===== src/rtl/en_sequencer.sv =====
`default_nettype none
// +--------------------------------------------------------------------------+
// | en_sequencer: repeating on/off clock-enable pattern for a BUFGCE CE pin.  |
// | Option: EN_SEQ_CMD_SYNC_EN synchronizes start/stop as async levels.       |
// | Rev 1.0                                                                   |
// +--------------------------------------------------------------------------+
module en_sequencer #(
  parameter int CNT_W = 32
) (
  input  logic             clk100m,
  input  logic             rst,
  input  logic             start,
  input  logic             stop,
  input  logic [CNT_W-1:0] on_cycles,
  input  logic [CNT_W-1:0] off_cycles,
  input  logic [CNT_W-1:0] num_periods,
  output logic             en,
  output logic             busy,
  output logic             done,
  output logic [CNT_W-1:0] period_cnt
);

  localparam logic [CNT_W-1:0] c_one  = CNT_W'(1);
  localparam logic [CNT_W-1:0] c_zero = '0;

  typedef enum logic [1:0] {
    ST_IDLE = 2'd0,
    ST_ON   = 2'd1,
    ST_OFF  = 2'd2
  } state_t;

  state_t           r_state, w_state_nxt;
  logic [CNT_W-1:0] r_on_len, r_off_len, r_num, r_phase, r_period_cnt;
  logic [CNT_W-1:0] w_on_nxt, w_off_nxt, w_num_nxt, w_phase_nxt, w_cnt_nxt;
  logic [CNT_W-1:0] w_cnt_inc;
  logic             r_en, r_busy, r_done, w_done_nxt;
  logic             w_start, w_stop;

`ifdef EN_SEQ_CMD_SYNC_EN
  // Two synchronizer flops plus a third for rising-edge detection.
  logic [2:0] r_start_sync, r_stop_sync;

  always_ff @(posedge clk100m or posedge rst) begin
    if (rst) begin
      r_start_sync <= 3'b000;
      r_stop_sync  <= 3'b000;
    end else begin
      r_start_sync <= {r_start_sync[1:0], start};
      r_stop_sync  <= {r_stop_sync[1:0], stop};
    end
  end

  assign w_start = r_start_sync[1] & ~r_start_sync[2];
  assign w_stop  = r_stop_sync[1] & ~r_stop_sync[2];
`else
  assign w_start = start;
  assign w_stop  = stop;
`endif

  assign w_cnt_inc = r_period_cnt + c_one;

  always_comb begin
    w_state_nxt = r_state;
    w_on_nxt    = r_on_len;
    w_off_nxt   = r_off_len;
    w_num_nxt   = r_num;
    w_phase_nxt = r_phase;
    w_cnt_nxt   = r_period_cnt;
    w_done_nxt  = 1'b0;
    case (r_state)
      ST_IDLE: begin
        if (w_start && !w_stop) begin
          w_on_nxt    = (on_cycles == c_zero) ? c_one : on_cycles;
          w_off_nxt   = (off_cycles == c_zero) ? c_one : off_cycles;
          w_num_nxt   = num_periods;
          w_phase_nxt = c_zero;
          w_cnt_nxt   = c_zero;
          w_state_nxt = ST_ON;
        end
      end
      ST_ON: begin
        if (w_stop) begin
          w_state_nxt = ST_IDLE;
          w_done_nxt  = 1'b1;
        end else if (r_phase == r_on_len - c_one) begin
          w_phase_nxt = c_zero;
          w_state_nxt = ST_OFF;
        end else begin
          w_phase_nxt = r_phase + c_one;
        end
      end
      ST_OFF: begin
        // A period that completes on the stop cycle still counts.
        if (r_phase == r_off_len - c_one) begin
          w_phase_nxt = c_zero;
          w_cnt_nxt   = w_cnt_inc;
          if (w_stop || (r_num != c_zero && w_cnt_inc == r_num)) begin
            w_state_nxt = ST_IDLE;
            w_done_nxt  = 1'b1;
          end else begin
            w_state_nxt = ST_ON;
          end
        end else if (w_stop) begin
          w_state_nxt = ST_IDLE;
          w_done_nxt  = 1'b1;
        end else begin
          w_phase_nxt = r_phase + c_one;
        end
      end
      default: w_state_nxt = ST_IDLE;
    endcase
  end

  always_ff @(posedge clk100m or posedge rst) begin
    if (rst) begin
      r_state      <= ST_IDLE;
      r_on_len     <= c_one;
      r_off_len    <= c_one;
      r_num        <= c_zero;
      r_phase      <= c_zero;
      r_period_cnt <= c_zero;
      r_en         <= 1'b0;
      r_busy       <= 1'b0;
      r_done       <= 1'b0;
    end else begin
      r_state      <= w_state_nxt;
      r_on_len     <= w_on_nxt;
      r_off_len    <= w_off_nxt;
      r_num        <= w_num_nxt;
      r_phase      <= w_phase_nxt;
      r_period_cnt <= w_cnt_nxt;
      r_en         <= (w_state_nxt == ST_ON);
      r_busy       <= (w_state_nxt != ST_IDLE);
      r_done       <= w_done_nxt;
    end
  end

  assign en         = r_en;
  assign busy       = r_busy;
  assign done       = r_done;
  assign period_cnt = r_period_cnt;

endmodule
`default_nettype wire

===== config.mk =====
export PLATFORM = sky130hd
export DESIGN_NAME = en_sequencer
export DESIGN_NICKNAME = d
export VERILOG_FILES = /design/src/rtl/en_sequencer.sv
export SDC_FILE = /design/constraint.sdc
export NUM_CORES = 1
export LEC_CHECK = 0
export ABC_AREA = 1
export CORE_MARGIN = 2
export CORE_UTILIZATION = 43
export CTS_BUF_LIST = sky130_fd_sc_hd__clkbuf_8
export CTS_CLUSTER_SIZE = 10
export DETAILED_ROUTE_END_ITERATION = 8
export PLACE_DENSITY = 0.71
export SLEW_MARGIN = 20
export SYNTH_ARGS = -nofsm -noshare
export SYNTH_HDL_FRONTEND = slang
export SYNTH_SLANG_ARGS = --single-unit

===== constraint.sdc =====
create_clock -name clk100m -period 10.17 [get_ports clk100m]
set_input_delay 2.034 -clock clk100m [delete_from_list [all_inputs] [get_ports clk100m]]
set_output_delay 2.034 -clock clk100m [all_outputs]
set_load 0.01 [all_outputs]

==> results list, run 1 <==
* Result of the run: finished, final reports clean
- All-layer global routing usage: 22.60%
- Cell internal power was estimated by the tool at 1.560 mW.
- The largest total area in the synthesized netlist belongs to dfrtp_1.
- Worst Setup End Kind: flop
- Summing all multi-input logic gate instances after layout gives 0.007322 sq mm.
* Antenna Nets Post-Route: 0
- Share of total power in combinational logic: 41.3%
* Share of synthesized area occupied by flip-flops and latches: 33.21%
- Number of buffers added by the clock tree synthesis step: 17
- The longest clock path from root to sink contains 2 buffers.
- In this run the standard cell core region covers 0.02863 sq mm.
- In this run, post-CTS hold repair placed 0 buffers.
* Wirelength, routed: 34240 um
- Synth Instances: 1788
* Pin count of the biggest net entering global routing: 116
* Clock transition at path regs: 0.10 ns
* Slew at the pin with the worst max-slew slack: 0.8318 ns
- Total Die Area: 0.03031 sq mm
- Sum of internal, switching and leakage power: 2.772 mW
- Worst setup slack after placement: 5.167 ns
- Reg-to-reg critical path endpoint: r_phase[25]$_DFFE_PP0P_
* Total number of nets in the final design: 1996
* Ratio of final minimum period to clock period: 42.50%
- YS warnings: 0
- The worst register-to-register path begins at r_off_len[0]$_DFFE_PP1P_.
- In this run the power density over the cells is 192.0 mW/mm^2.
* Detailed Route Iter0 Violations: 783
- Hold Path End: r_on_len[1]$_DFFE_PP0P_
- The congestion estimate from routability-driven global placement came to 0.9360.
- In this run the clock root is driven by a clkbuf_8.
* Min cycle time layout: 4.323 ns
- For the worst setup path, the data required time is 10.53 ns.
* Delay of the slowest cell on the worst path: 0.71 ns
- Net switching power: 1.212 mW
* Number of pins with negative max-slew slack in the final report: 0
- Summed over all failing endpoints, the final setup total negative slack is 0 ns.
- Dividing the synthesized area by the synthesized cell count gives 6.957 sq um.
- Summed over all cells, the static leakage comes to 6.112 nW.
* Worst setup SP type: input port
* Arrival time of data at the critical path endpoint: 4.68 ns
- Starting density of the core: 43.46%
* Register bit count reported by yosys: 165
- Clock network power share: 18.7%
* Peak supply drop: 0.00009876 V
* Number of distinct standard cells referenced by the synthesized netlist: 46
- The worst setup path is of the input port to flop kind.
- Clock tree from TritonCTS: yes
- Die height: 174.1 um
* Critical-path maximum fanout: 79
- Clock latency on the worst-skew pair, taken at its later pin, is 0.48 ns.
- Highest attainable clock frequency: 231.3 MHz
- The startpoint identified for the worst hold timing path is r_on_len[1]$_DFFE_PP0P_.
- The signal on the critical path passes through clkdlybuf4s50_1 -> inv_1 -> nand2_1 -> inv_1 -> nand2_4 -> buf_4 -> mux2_2.
- Gr ovfl total: 0
- Once routing completed, OpenROAD measured the worst setup slack at 5.848 ns.
- Max-cap violations in this run came to 0.
- The top cell type by area accounts for 32.79% of the synthesized area.
- Critical path's most frequent cell: inv_1
* RSZ-0062 raised after global routing: false
- The number of antenna violations at the first check in global routing was 1.
- In the final layout, flip-flops and latches occupy 0.004131 sq mm.
* Cell Rows: 62
* Cell count of the worst reg-to-reg path: 16
* Width of the die: 174.1 um
- Detailed Place HPWL: 26820 um
* Detailed-route vias per instance: 5.118
- Via Count: 11699
- The H-tree was split into 4 levels.
- The total count of hold-check failures in the final report was 0.
- The min-delay analysis places its worst path in the category flop to flop.
- In this run the tightest slew margin relative to its limit is 44.55%.
- Number of setup buffers added after CTS: 0
- Fraction of layout cells with a size suffix above 1: 10.89%
- 1st-pass router iterations: 6
* Worst reg2reg setup slack: 6.82 ns
* Mapped Nets: 1896
- Along the worst hold path, the cell count comes to 1.
- Ports: 135
- Clock tree skew after final layout: 0.02626 ns
- Fill cell instance count of the final layout: 2825
* CP max stage cell: buf_4
- Input and output buffers added on the ports amount to 134.
- Seq pwr share: 40.0%
* Area of the mapped netlist: 0.01244 sq mm
* Synthesis-to-layout area growth: 16.10%
* Count of final setup violators: 0
* Number of clock sinks: 165
- The first global-routing pass estimated 55500 um of wire.
- For this run, design rule violations remaining after detail routing come to 0.
- Via count of the first global-routing pass: 11136
- Dividing the detail-routed wire length by the instance count gives 14.98 um.
* Count of instances resized after the clock tree is built: 0
- By area the synthesized netlist is led by dfrtp_1 33%, nand2_1 15%, nor2_1 7.9%, xor2_1 5.6%, nand3_1 5.6%.
* Switching power as a share of total power: 43.72%
## kinds of logic (layout without fill, tap and decap cells)
family          Yosys count  after routing  synth area share (%)
other cells               0              1                     0
buf+inv                 245            358                 8.047
xor+xnor                112            112                 8.057
fa+ha+maj                 8              8                0.8047
simple gates           1074           1074                 38.62
compound gates          129            129                 6.276
flops                   165            165                 33.21
mux                      55             55                 4.979
## registers in the layout, summed over array words and instances (netlist names)
| signal | cells |
|---|---|
| busy | 1 |
| done | 1 |
| r_num | 32 |
| r_phase | 32 |
| period_cnt | 32 |
| r_on_len | 32 |
| en | 1 |
| r_state | 2 |
| r_off_len | 32 |
## layer usage
metal,track usage [%],wire (um)
met1,28.85,15290
met2,39.34,16570
met3,3.259,1523
met4,7.353,856
met5,0,0
## synthesized netlist by cell type (all sizes together)
library cell and number:
nand4 39, and3 1, dfstp 2, nor3b 4, nand3b 16, nand2b 1, xor2 81, nor2b 1
xnor3 1, nand3 144, nor4 15, clkbuf 24, o32ai 1, buf 32, xnor2 30, nor3 36
a221oi 2, a21oi 35, ha 8, nand2 507, inv 186, nor2 298, clkinv 3, and2 6
or2 6, o21bai 6, mux2 55, dfrtp 163, o21ai 85
## worst max-delay path by stage
stage                     start                    endpoint  depth (start not counted)
after floorplan             rst              busy$_DFF_PP0_                          1
after global placement     stop   period_cnt[1]$_DFFE_PP0P_                          9
after detailed placement   stop   period_cnt[0]$_DFFE_PP0P_                          9
after CTS                  stop   period_cnt[0]$_DFFE_PP0P_                          9
after global routing       stop  period_cnt[13]$_DFFE_PP0P_                          9
final                      stop    r_on_len[15]$_DFFE_PP0P_                          7
## through the flow
stage / instance area, sq um / utilization [%] / instances / hold WS [ns]
2_1_floorplan: 12440 / - / 1788 / 0.4719
3_3_place_gp: 14000 / 48.92 / 2253 / 0.4937
3_5_place_dp: 14010 / 48.93 / 2253 / 0.5015
4_1_cts: 14430 / 50.42 / 2285 / 0.5246
5_1_grt: 14440 / 50.45 / 2285 / 0.5310
6_report: 14440 / 50.45 / 2286 / 0.5193
## power by group through the flow
stage	Sequential [mW]	Combinational (mW)	Clock, mW
final	1.11	1.15	0.518
after global routing	1.14	1.30	0.558
after CTS	1.10	1.15	0.533
after detailed placement	1.12	1.14	0
after global placement	1.11	1.11	0
after floorplan	1.03	0.943	0
## critical path, delay by kind of cell
kind	cells	cell delay [ns]
buf+inv	4	1.53
mux	1	0.41
simple gates	2	0.65
## layout make-up
type                    instances  share of cell area (%)
clock buffers                  17                   1.620
clock inverters                15                   1.325
inverters                     189                   4.964
diodes                          1                 0.01733
flip-flops and latches        165                   28.61
repair buffers                137                   9.443
well taps                     384                   3.327
multi-input cells            1378                   50.70
## cells in the final DEF, fill, tap and decap left out, types with 8 or more instances in the layout
cell	instances
a21oi_1	34
clkbuf_8	17
clkdlybuf4s50_1	134
dfrtp_1	163
ha_1	8
inv_1	174
inv_2	11
mux2_2	55
nand2_1	483
nand2_2	21
nand3_1	138
nand3b_1	16
nand4_1	39
nor2_1	263
nor2_2	18
nor2_4	17
nor3_1	32
nor4_1	15
o21ai_0	21
o21ai_1	36
o21ai_2	28
xnor2_1	30
xor2_1	80
(Power assumes the default switching activity.)
==> run 2: changes to the inputs <==
Settings changed: PLACE_DENSITY 0.71 to 0.73.
Clock period 10.17 ns to 3.7 ns, I/O delays scaled along.
==> run 2 against run 1 <==
  * Wire length up 1.9%
  * Global-route usage grew 0.61 points
  * Sequential power grew to 2.7 times the previous value
  * Worst setup slack lost 5.1 ns
  * Die area unchanged
  * Sequential share of layout area is 0.16 points lower
  * Combinational power rose to 2.8 times the previous value
  * Critical path depth is 9 higher
  * Clock power grew to 2.9 times the previous value
  * Critical path type is now flop to flop
==> results list, run 2 (synthesized netlist as in run 1, its figures left out) <==
- Worst setup SP type: flop (was input port)
- Required time at the endpoint of the critical path: 4.06 ns (was 10.53 ns)
- The sequential share of power came to 39.4% (was 40.0%).
* Static Leak: 6.161 nW (was 6.112 nW)
- The actual transition at the worst max-transition pin is 0.7228 ns (was 0.8318 ns).
- The fraction of final layout cells with drive strength greater than 1 was 11.02% (was 10.89%).
- For this run, the top clock speed supported by timing is 336.3 MHz.
- The clock input transition at the sequential cells of the worst setup and hold paths is 0.10 ns (about the same).
- The starting density of the core is 43.46% (unchanged).
- The post-layout net count was 2003 (was 1996).
* Wirelength, routed: 34900 um (was 34240 um)
- Count of final setup violators: 0 (unchanged)
- Switching power as a share of total power: 42.54% (was 43.72%)
- Post-detailed-route DRC marker count: 0 (unchanged)
- The aggregate negative setup slack came to 0 ns (unchanged).
- The count of buffering cells on the critical path with inverters included came to 2 (was 4).
- The post-detailed-placement cell area came to 0.01409 sq mm (was 0.01401 sq mm).
- The number of max-capacitance violations reported came to 0 (unchanged).
- Most used cells in the layout excluding fill and tap cells: 484 x nand2_1, 263 x nor2_1, 175 x inv_1, 163 x dfrtp_1, 138 x nand3_1 (was 483 x nand2_1, 263 x nor2_1, 174 x inv_1, 163 x dfrtp_1, 138 x nand3_1).
- The global-route usage over all layers is 23.21% (was 22.60%).
- The total count of max-transition violations in the final report is 0 (unchanged).
* Detailed Place HPWL: 27460 um (was 26820 um)
- The internal power is 4.439 mW (was 1.560 mW).
- Delay of the slowest cell on the worst path: 0.42 ns (was 0.71 ns)
* Total of buffers placed on input and output ports: 134 (unchanged)
- Ratio of final minimum period to clock period: 80.38%
- Synthesis-to-layout area growth: 16.77% (was 16.10%)
- Width of the die: 174.1 um (unchanged)
- Gr ovfl total: 0 (unchanged)
* Min cycle time layout: 2.974 ns
- Result of the run: finished, final reports clean (unchanged).
* Share of total power in combinational logic: 41.5% (was 41.3%)
- Clock tree root buffer cell: clkbuf_8 (unchanged)
* Clock tree from TritonCTS: yes (unchanged)
- Critical path class: flop to flop (was input port to flop)
* Number of H-tree levels: 4 (unchanged)
- The most common cell after layout, fill and taps aside is nand2_1 (unchanged).
- Cell Rows: 62 (unchanged)
- The via density per instance came to 5.140 (was 5.118).
* 1st-pass router iterations: 7 (was 6)
- Arrival time of data at the critical path endpoint: 3.33 ns (was 4.68 ns)
- Number of setup buffers added after CTS: 0 (unchanged)
* Hold Path Class: flop to flop (unchanged)
- Number of clock sinks: 165 (unchanged)
- Tightest hold margin: 0.5160 ns (was 0.5193 ns)
* RePlAce Congestion: 0.9489 (was 0.9360)
- The overall die area is 0.03031 sq mm (unchanged).
* Via Count: 11775 (was 11699)
- Fill cell instance count of the final layout: 2813 (was 2825)
* Number of buffers added by the clock tree synthesis step: 17 (unchanged)
- Number of buffers on the longest clock path: 2 (unchanged)
- The final antenna-violating net count came to 0 (unchanged).
- The number of placed I/O pins came to 135 (unchanged).
* Detailed Route Iter0 Violations: 832 (was 783)
* Fin. Hold Viols: 0 (unchanged)
* Count of instances resized after the clock tree is built: 0 (unchanged)
* Pin count of the biggest net entering global routing: 134 (was 116)
- Final instance area: 0.01453 sq mm (was 0.01444 sq mm)
* Via count of the first global-routing pass: 10975 (was 11136)
- The post-detailed-route wirelength per cell is 15.23 um (was 14.98 um).
- The wire length of the first global-routing pass was 56390 um (was 55500 um).
- The cts-stage hold buffer count was 0 (unchanged).
* Worst Setup End Kind: flop (unchanged)
* Clock tree skew after final layout: 0.02260 ns (was 0.02626 ns)
- The area of the core is 0.02863 sq mm (unchanged).
* Clk Latency, worst-skew pair: 0.49 ns (was 0.48 ns)
* Antenna violations before repair: 1 (unchanged)
- Worst slew margin relative to its limit: 51.82% (was 44.55%)
* Pwr dens: 531.8 mW/mm^2 (was 192.0 mW/mm^2)
- Peak supply drop: 0.0003051 V (was 0.00009876 V)
- Gate family responsible for the most delay along the worst path: simple AND/OR/NAND/NOR gates (was buffers and inverters)
- The portion of total power attributed to the clock network was 19.2% (was 18.7%).
* RSZ-0062 raised after global routing: false (unchanged)
- Critical Path, Cell by Cell: inv_1 -> ha_1 -> nand2_2 -> nor2_4 -> nand2_2 -> nor2_1 -> xor2_1 -> nor2_1 -> nand2_1 -> nor2_2 -> nand3_4 -> nand3_2 -> nand3_4 -> buf_12 -> nand2_1 -> o21ai_2 (was clkdlybuf4s50_1 -> inv_1 -> nand2_1 -> inv_1 -> nand2_4 -> buf_4 -> mux2_2)
* Critical-path maximum fanout: 38 (was 79)
* CP max stage cell: dfrtp_1 (was buf_4)
- Die height: 174.1 um (unchanged)
- Net switching power: 3.286 mW (was 1.212 mW)
## run 2: area by class of cell
type | instances | area [sq um] | share of cell area [%]
timing repair buffer | 144 | 1454 | 10.01
multi-input combinational | 1378 | 7315 | 50.36
clock inverter | 12 | 181.4 | 1.249
tap | 384 | 480.5 | 3.308
inverter | 189 | 713.2 | 4.910
antenna | 1 | 2.502 | 0.01723
clock buffer | 18 | 247.7 | 1.706
sequential | 165 | 4131 | 28.44
## run 2: metal layers
metal	part of all wire, %	GRT usage, %	up-vias
met5	0	0	-
met4	2.6	7.773	0
met3	4.3	3.150	59
met2	49	40.14	312
met1	45	29.90	5472
li1	-	-	5932
## run 2: path summary, 6_finish.rpt
| check | startpoint | to | slack [ns] | cells after the start |
|---|---|---|---|---|
| max in group asynchronous | rst | r_off_len[12]$_DFFE_PP0P_ | 2.30 | 3 |
| hold reg to reg | r_on_len[1]$_DFFE_PP0P_ | r_on_len[1]$_DFFE_PP0P_ | 0.52 | 1 |
| min in group asynchronous | rst | period_cnt[14]$_DFFE_PP0P_ | 0.55 | 2 |
| setup reg to reg | r_off_len[1]$_DFFE_PP0P_ | r_phase[3]$_DFFE_PP0P_ | 0.73 | 16 |
| hold / removal | r_on_len[1]$_DFFE_PP0P_ | r_on_len[1]$_DFFE_PP0P_ | 0.52 | 1 |
| setup / recovery | r_off_len[1]$_DFFE_PP0P_ | r_phase[3]$_DFFE_PP0P_ | 0.73 | 16 |
## run 2: per-stage QoR
stage                     utilization [%]  total power, mW  setup slack (ns)  cells
after floorplan                         -            5.421            0.8629   1788
after global placement              49.24            6.175            0.8776   2260
after detailed placement            49.24            6.276            0.7623   2260
after CTS                           50.73            7.764            0.7307   2290
after global routing                50.73            8.349            0.5245   2290
final                               50.74            7.725            0.7261   2291
## run 2: worst reg2reg max path, delay by kind of cell, from the launching register on
family,cells,cell delay (ns)
AO/OA/AOI/OAI,1,0.06
flip-flops,1,0.42
adder cells (fa/ha/maj),1,0.19
XOR/XNOR,1,0.11
buffers and inverters,2,0.40
AND/OR/NAND/NOR,11,1.68
## run 2: power by group through the flow
stage,clock network (mW),logic [mW],registers (mW)
6_report,1.48,3.20,3.04
5_1_grt,1.58,3.64,3.13
4_1_cts,1.51,3.21,3.04
3_5_place_dp,0,3.20,3.07
3_3_place_gp,0,3.12,3.06
2_1_floorplan,0,2.59,2.83
==> run 3: changes to the inputs <==
Settings changed: PLACE_DENSITY 0.73 to 0.71.
Clock period 3.7 ns to 2.8 ns, I/O delays scaled along.
==> run 3 against run 2 <==
  * Clock-buffer cell count increased by 1
  * Critical path depth unchanged
  * Via count increased by 0.10%
  * Combinational power increased by 37%
  * Register-to-register slack got worse by 0.54 ns
  * Non-clock buffer count increased by 25
  * Wire length increased by 2.8%
  * Final area increased by 2.2%
  * Sequential power increased by 31%
  * Die area unchanged
  * Critical path type unchanged
  * Largest cell class unchanged
==> results list, run 3 (synthesized netlist as in run 1, its figures left out) <==
- Result of the run: finished, final reports clean (unchanged)
- The data required time of the worst path is 3.19 ns (was 4.06 ns).
- Number of buffers added by the clock tree synthesis step: 17 (unchanged)
- The most common cell after layout, fill and taps aside is nand2_1 (unchanged).
* Wire length of the first global-routing pass: 57570 um (was 56390 um)
- Via Count: 11787 (was 11775)
* Pin count of the biggest net entering global routing: 65 (was 134)
- The layout overhead on the synthesized area is 19.31% (was 16.77%).
- Detailed Place HPWL: 28250 um (was 27460 um)
- Die height: 174.1 um (unchanged)
- The filler cell count in the final layout was 2803 (was 2813).
* Detailed-route vias per instance: 5.087 (was 5.140)
- Cell Rows: 62 (unchanged)
- Critical path buffer and inverter count: 1 (was 2)
- The residual DRC count came to 0 (unchanged).
* Total Die Area: 0.03031 sq mm (unchanged)
- 1st-pass router iterations: 5 (was 7)
* Width of the die: 174.1 um (unchanged)
- Most used cells in the layout excluding fill and tap cells: 481 x nand2_1, 257 x nor2_1, 174 x inv_1, 159 x dfrtp_1, 137 x nand3_1 (was 484 x nand2_1, 263 x nor2_1, 175 x inv_1, 163 x dfrtp_1, 138 x nand3_1).
- Pwr dens: 688.8 mW/mm^2 (was 531.8 mW/mm^2)
- Count of final setup violators: 0 (unchanged)
- All-layer global routing usage: 23.85% (was 23.21%)
* Worst Setup End Kind: flop (unchanged)
- The buffer type at the clock tree root is clkbuf_8 (unchanged).
- Gr ovfl total: 0 (unchanged)
* Static Leak: 6.339 nW (was 6.161 nW)
- The maximum clock frequency came to 382.8 MHz (was 336.3 MHz).
* Via count of the first global-routing pass: 11160 (was 10975)
* Maxcap violations: 0 (unchanged)
- The final antenna-violating net count was 0 (unchanged).
- Antenna diode count: 0 (was 1)
- The area of the core was 0.02863 sq mm (unchanged).
* Total of buffers placed on input and output ports: 134 (unchanged)
- The headroom to the max-slew limit was 61.77% (was 51.82%).
- Clk Latency, worst-skew pair: 0.49 ns (about the same)
- Worst setup SP type: flop (unchanged)
- Fraction of layout cells with a size suffix above 1: 13.09% (was 11.02%)
- The post-detailed-route wirelength per cell is 15.48 um (was 15.23 um).
- The final core utilization is 51.85% (was 50.74%).
- Antenna violations before repair: 0 (was 1)
- Number of buffers on the longest clock path: 2 (unchanged)
- The TritonCTS clock tree was yes (unchanged).
* Total number of nets in the final design: 2028 (was 2003)
- The worst supply voltage drop on vdd came to 0.0003585 V (was 0.0003051 V).
- Critical path class: flop to flop (unchanged)
- Number of hold buffers added after CTS: 0 (unchanged)
- RePlAce Congestion: 0.9506 (was 0.9489)
- The post-detailed-placement cell area is 0.01430 sq mm (was 0.01409 sq mm).
* Gate family responsible for the most delay along the worst path: simple AND/OR/NAND/NOR gates (unchanged)
- The biggest cell delay along the critical path is 0.41 ns (was 0.42 ns).
- Fin. Hold Viols: 0 (unchanged)
* Critical-path maximum fanout: 7 (was 38)
* Critical path's most frequent cell: nand2_1
- The number of DRC markers in iteration 0 is 970 (was 832).
- The clock sink count came to 165 (unchanged).
- Critical Path, Cell by Cell: ha_2 -> nand2_2 -> nor2_4 -> nand2_4 -> nor2_4 -> buf_4 -> nand3b_1 -> nand3_1 -> nand2_1 -> nor2_1 -> nand2_1 -> nor2_1 -> nand2_1 -> o21ai_1 -> nand2_1 -> a21oi_1 (was inv_1 -> ha_1 -> nand2_2 -> nor2_4 -> nand2_2 -> nor2_1 -> xor2_1 -> nor2_1 -> nand2_1 -> nor2_2 -> nand3_4 -> nand3_2 -> nand3_4 -> buf_12 -> nand2_1 -> o21ai_2)
- The minimum clock period after layout is 2.612 ns (was 2.974 ns).
* Starting density of the core: 43.46% (unchanged)
- Clock tree skew after final layout: 0.02265 ns (was 0.02260 ns)
- The worst min-delay path category was input port to asynchronous set/reset pin (was flop to flop).
- Final instance area: 0.01484 sq mm (was 0.01453 sq mm)
* Number of pins with negative max-slew slack in the final report: 0 (unchanged)
- The clock input transition at the sequential cells of the worst setup and hold paths is 0.10 ns (about the same).
- The cell type of the slowest stage on the worst timing path is dfrtp_1 (unchanged).
* Number of H-tree levels: 4 (unchanged)
- Ratio of final minimum period to clock period: 93.30% (was 80.38%)
- Wirelength, routed: 35870 um (was 34900 um)
- Ports: 135 (unchanged)
* Arrival time of data at the critical path endpoint: 3.00 ns (was 3.33 ns)
- Slew at the pin with the worst max-slew slack: 0.5722 ns (was 0.7228 ns)
==> run 3: layer usage <==
metal | wire [um] | vias to the layer above | track usage [%]
met4 | 678 | 0 | 6.653
met1 | 16200 | 5479 | 31.02
met3 | 1441 | 44 | 3.346
met5 | 0 | - | 0
met2 | 17560 | 294 | 41.43
li1 | - | 5970 | -
==> run 3: final timing paths <==
kind,start,to,slack [ns],depth (start not counted)
worst min register to register,r_on_len[0]$_DFFE_PP1P_,r_on_len[0]$_DFFE_PP1P_,0.52,2
min in group clk100m,r_on_len[0]$_DFFE_PP1P_,r_on_len[0]$_DFFE_PP1P_,0.52,2
worst max-delay path,period_cnt[1]$_DFFE_PP0P_,done$_DFF_PP0_,0.19,16
worst max register to register,period_cnt[1]$_DFFE_PP0P_,done$_DFF_PP0_,0.19,16
worst min-delay path,rst,period_cnt[12]$_DFFE_PP0P_,0.48,2
max in group asynchronous,rst,r_off_len[0]$_DFFE_PP1P_,1.61,3
==> run 3: final cells by class <==
class / count / area, sq um / share of cell area, %
flip-flops and latches: 165 / 4136 / 27.87
clock buffers: 19 / 261.5 / 1.762
inverters: 189 / 713.2 / 4.805
repair buffers: 169 / 1729 / 11.65
clock inverters: 13 / 146.4 / 0.9863
multi-input cells: 1378 / 7375 / 49.69
well taps: 384 / 480.5 / 3.237
==> run 3: report_power, final <==
part	switching, mW	total, mW	internal, mW	leakage (nW)
clock	0.997	1.85	0.852	0.203
combinational	2.51	4.38	1.87	4.07
sequential	0.884	3.99	3.11	2.06
total	4.40	10.2	5.83	6.34
==> run 3: timing repair <==
action	CTS	global route
pin swaps	0	5
buffers inserted	0	9
setup endpoints to repair	1	7
resized for setup	1	20
==> run 3: per-stage QoR <==
step / cells / power [mW] / hold WS (ns) / worst slack [ns] / setup TNS, ns
2_1_floorplan: 1788 / 7.163 / 0.4719 / 0.1429 / 0
3_3_place_gp: 2276 / 8.287 / 0.4913 / 0.06377 / 0
3_5_place_dp: 2276 / 8.388 / 0.5114 / 0.005955 / 0
4_1_cts: 2308 / 10.26 / 0.4642 / 0.06228 / 0
5_1_grt: 2317 / 11.02 / 0.4870 / -0.02347 / -0.02940
6_report: 2317 / 10.22 / 0.4762 / 0.1877 / 0
==> run 3: worst reg2reg max path, cell delays in order, from the launching register on <==
cell,delay (ns)
dfrtp_1,0.41
ha_2,0.22
nand2_2,0.10
nor2_4,0.27
nand2_4,0.13
nor2_4,0.12
buf_4,0.11
nand3b_1,0.12
nand3_1,0.11
nand2_1,0.05
nor2_1,0.12
nand2_1,0.10
nor2_1,0.11
nand2_1,0.12
o21ai_1,0.15
nand2_1,0.06
a21oi_1,0.22
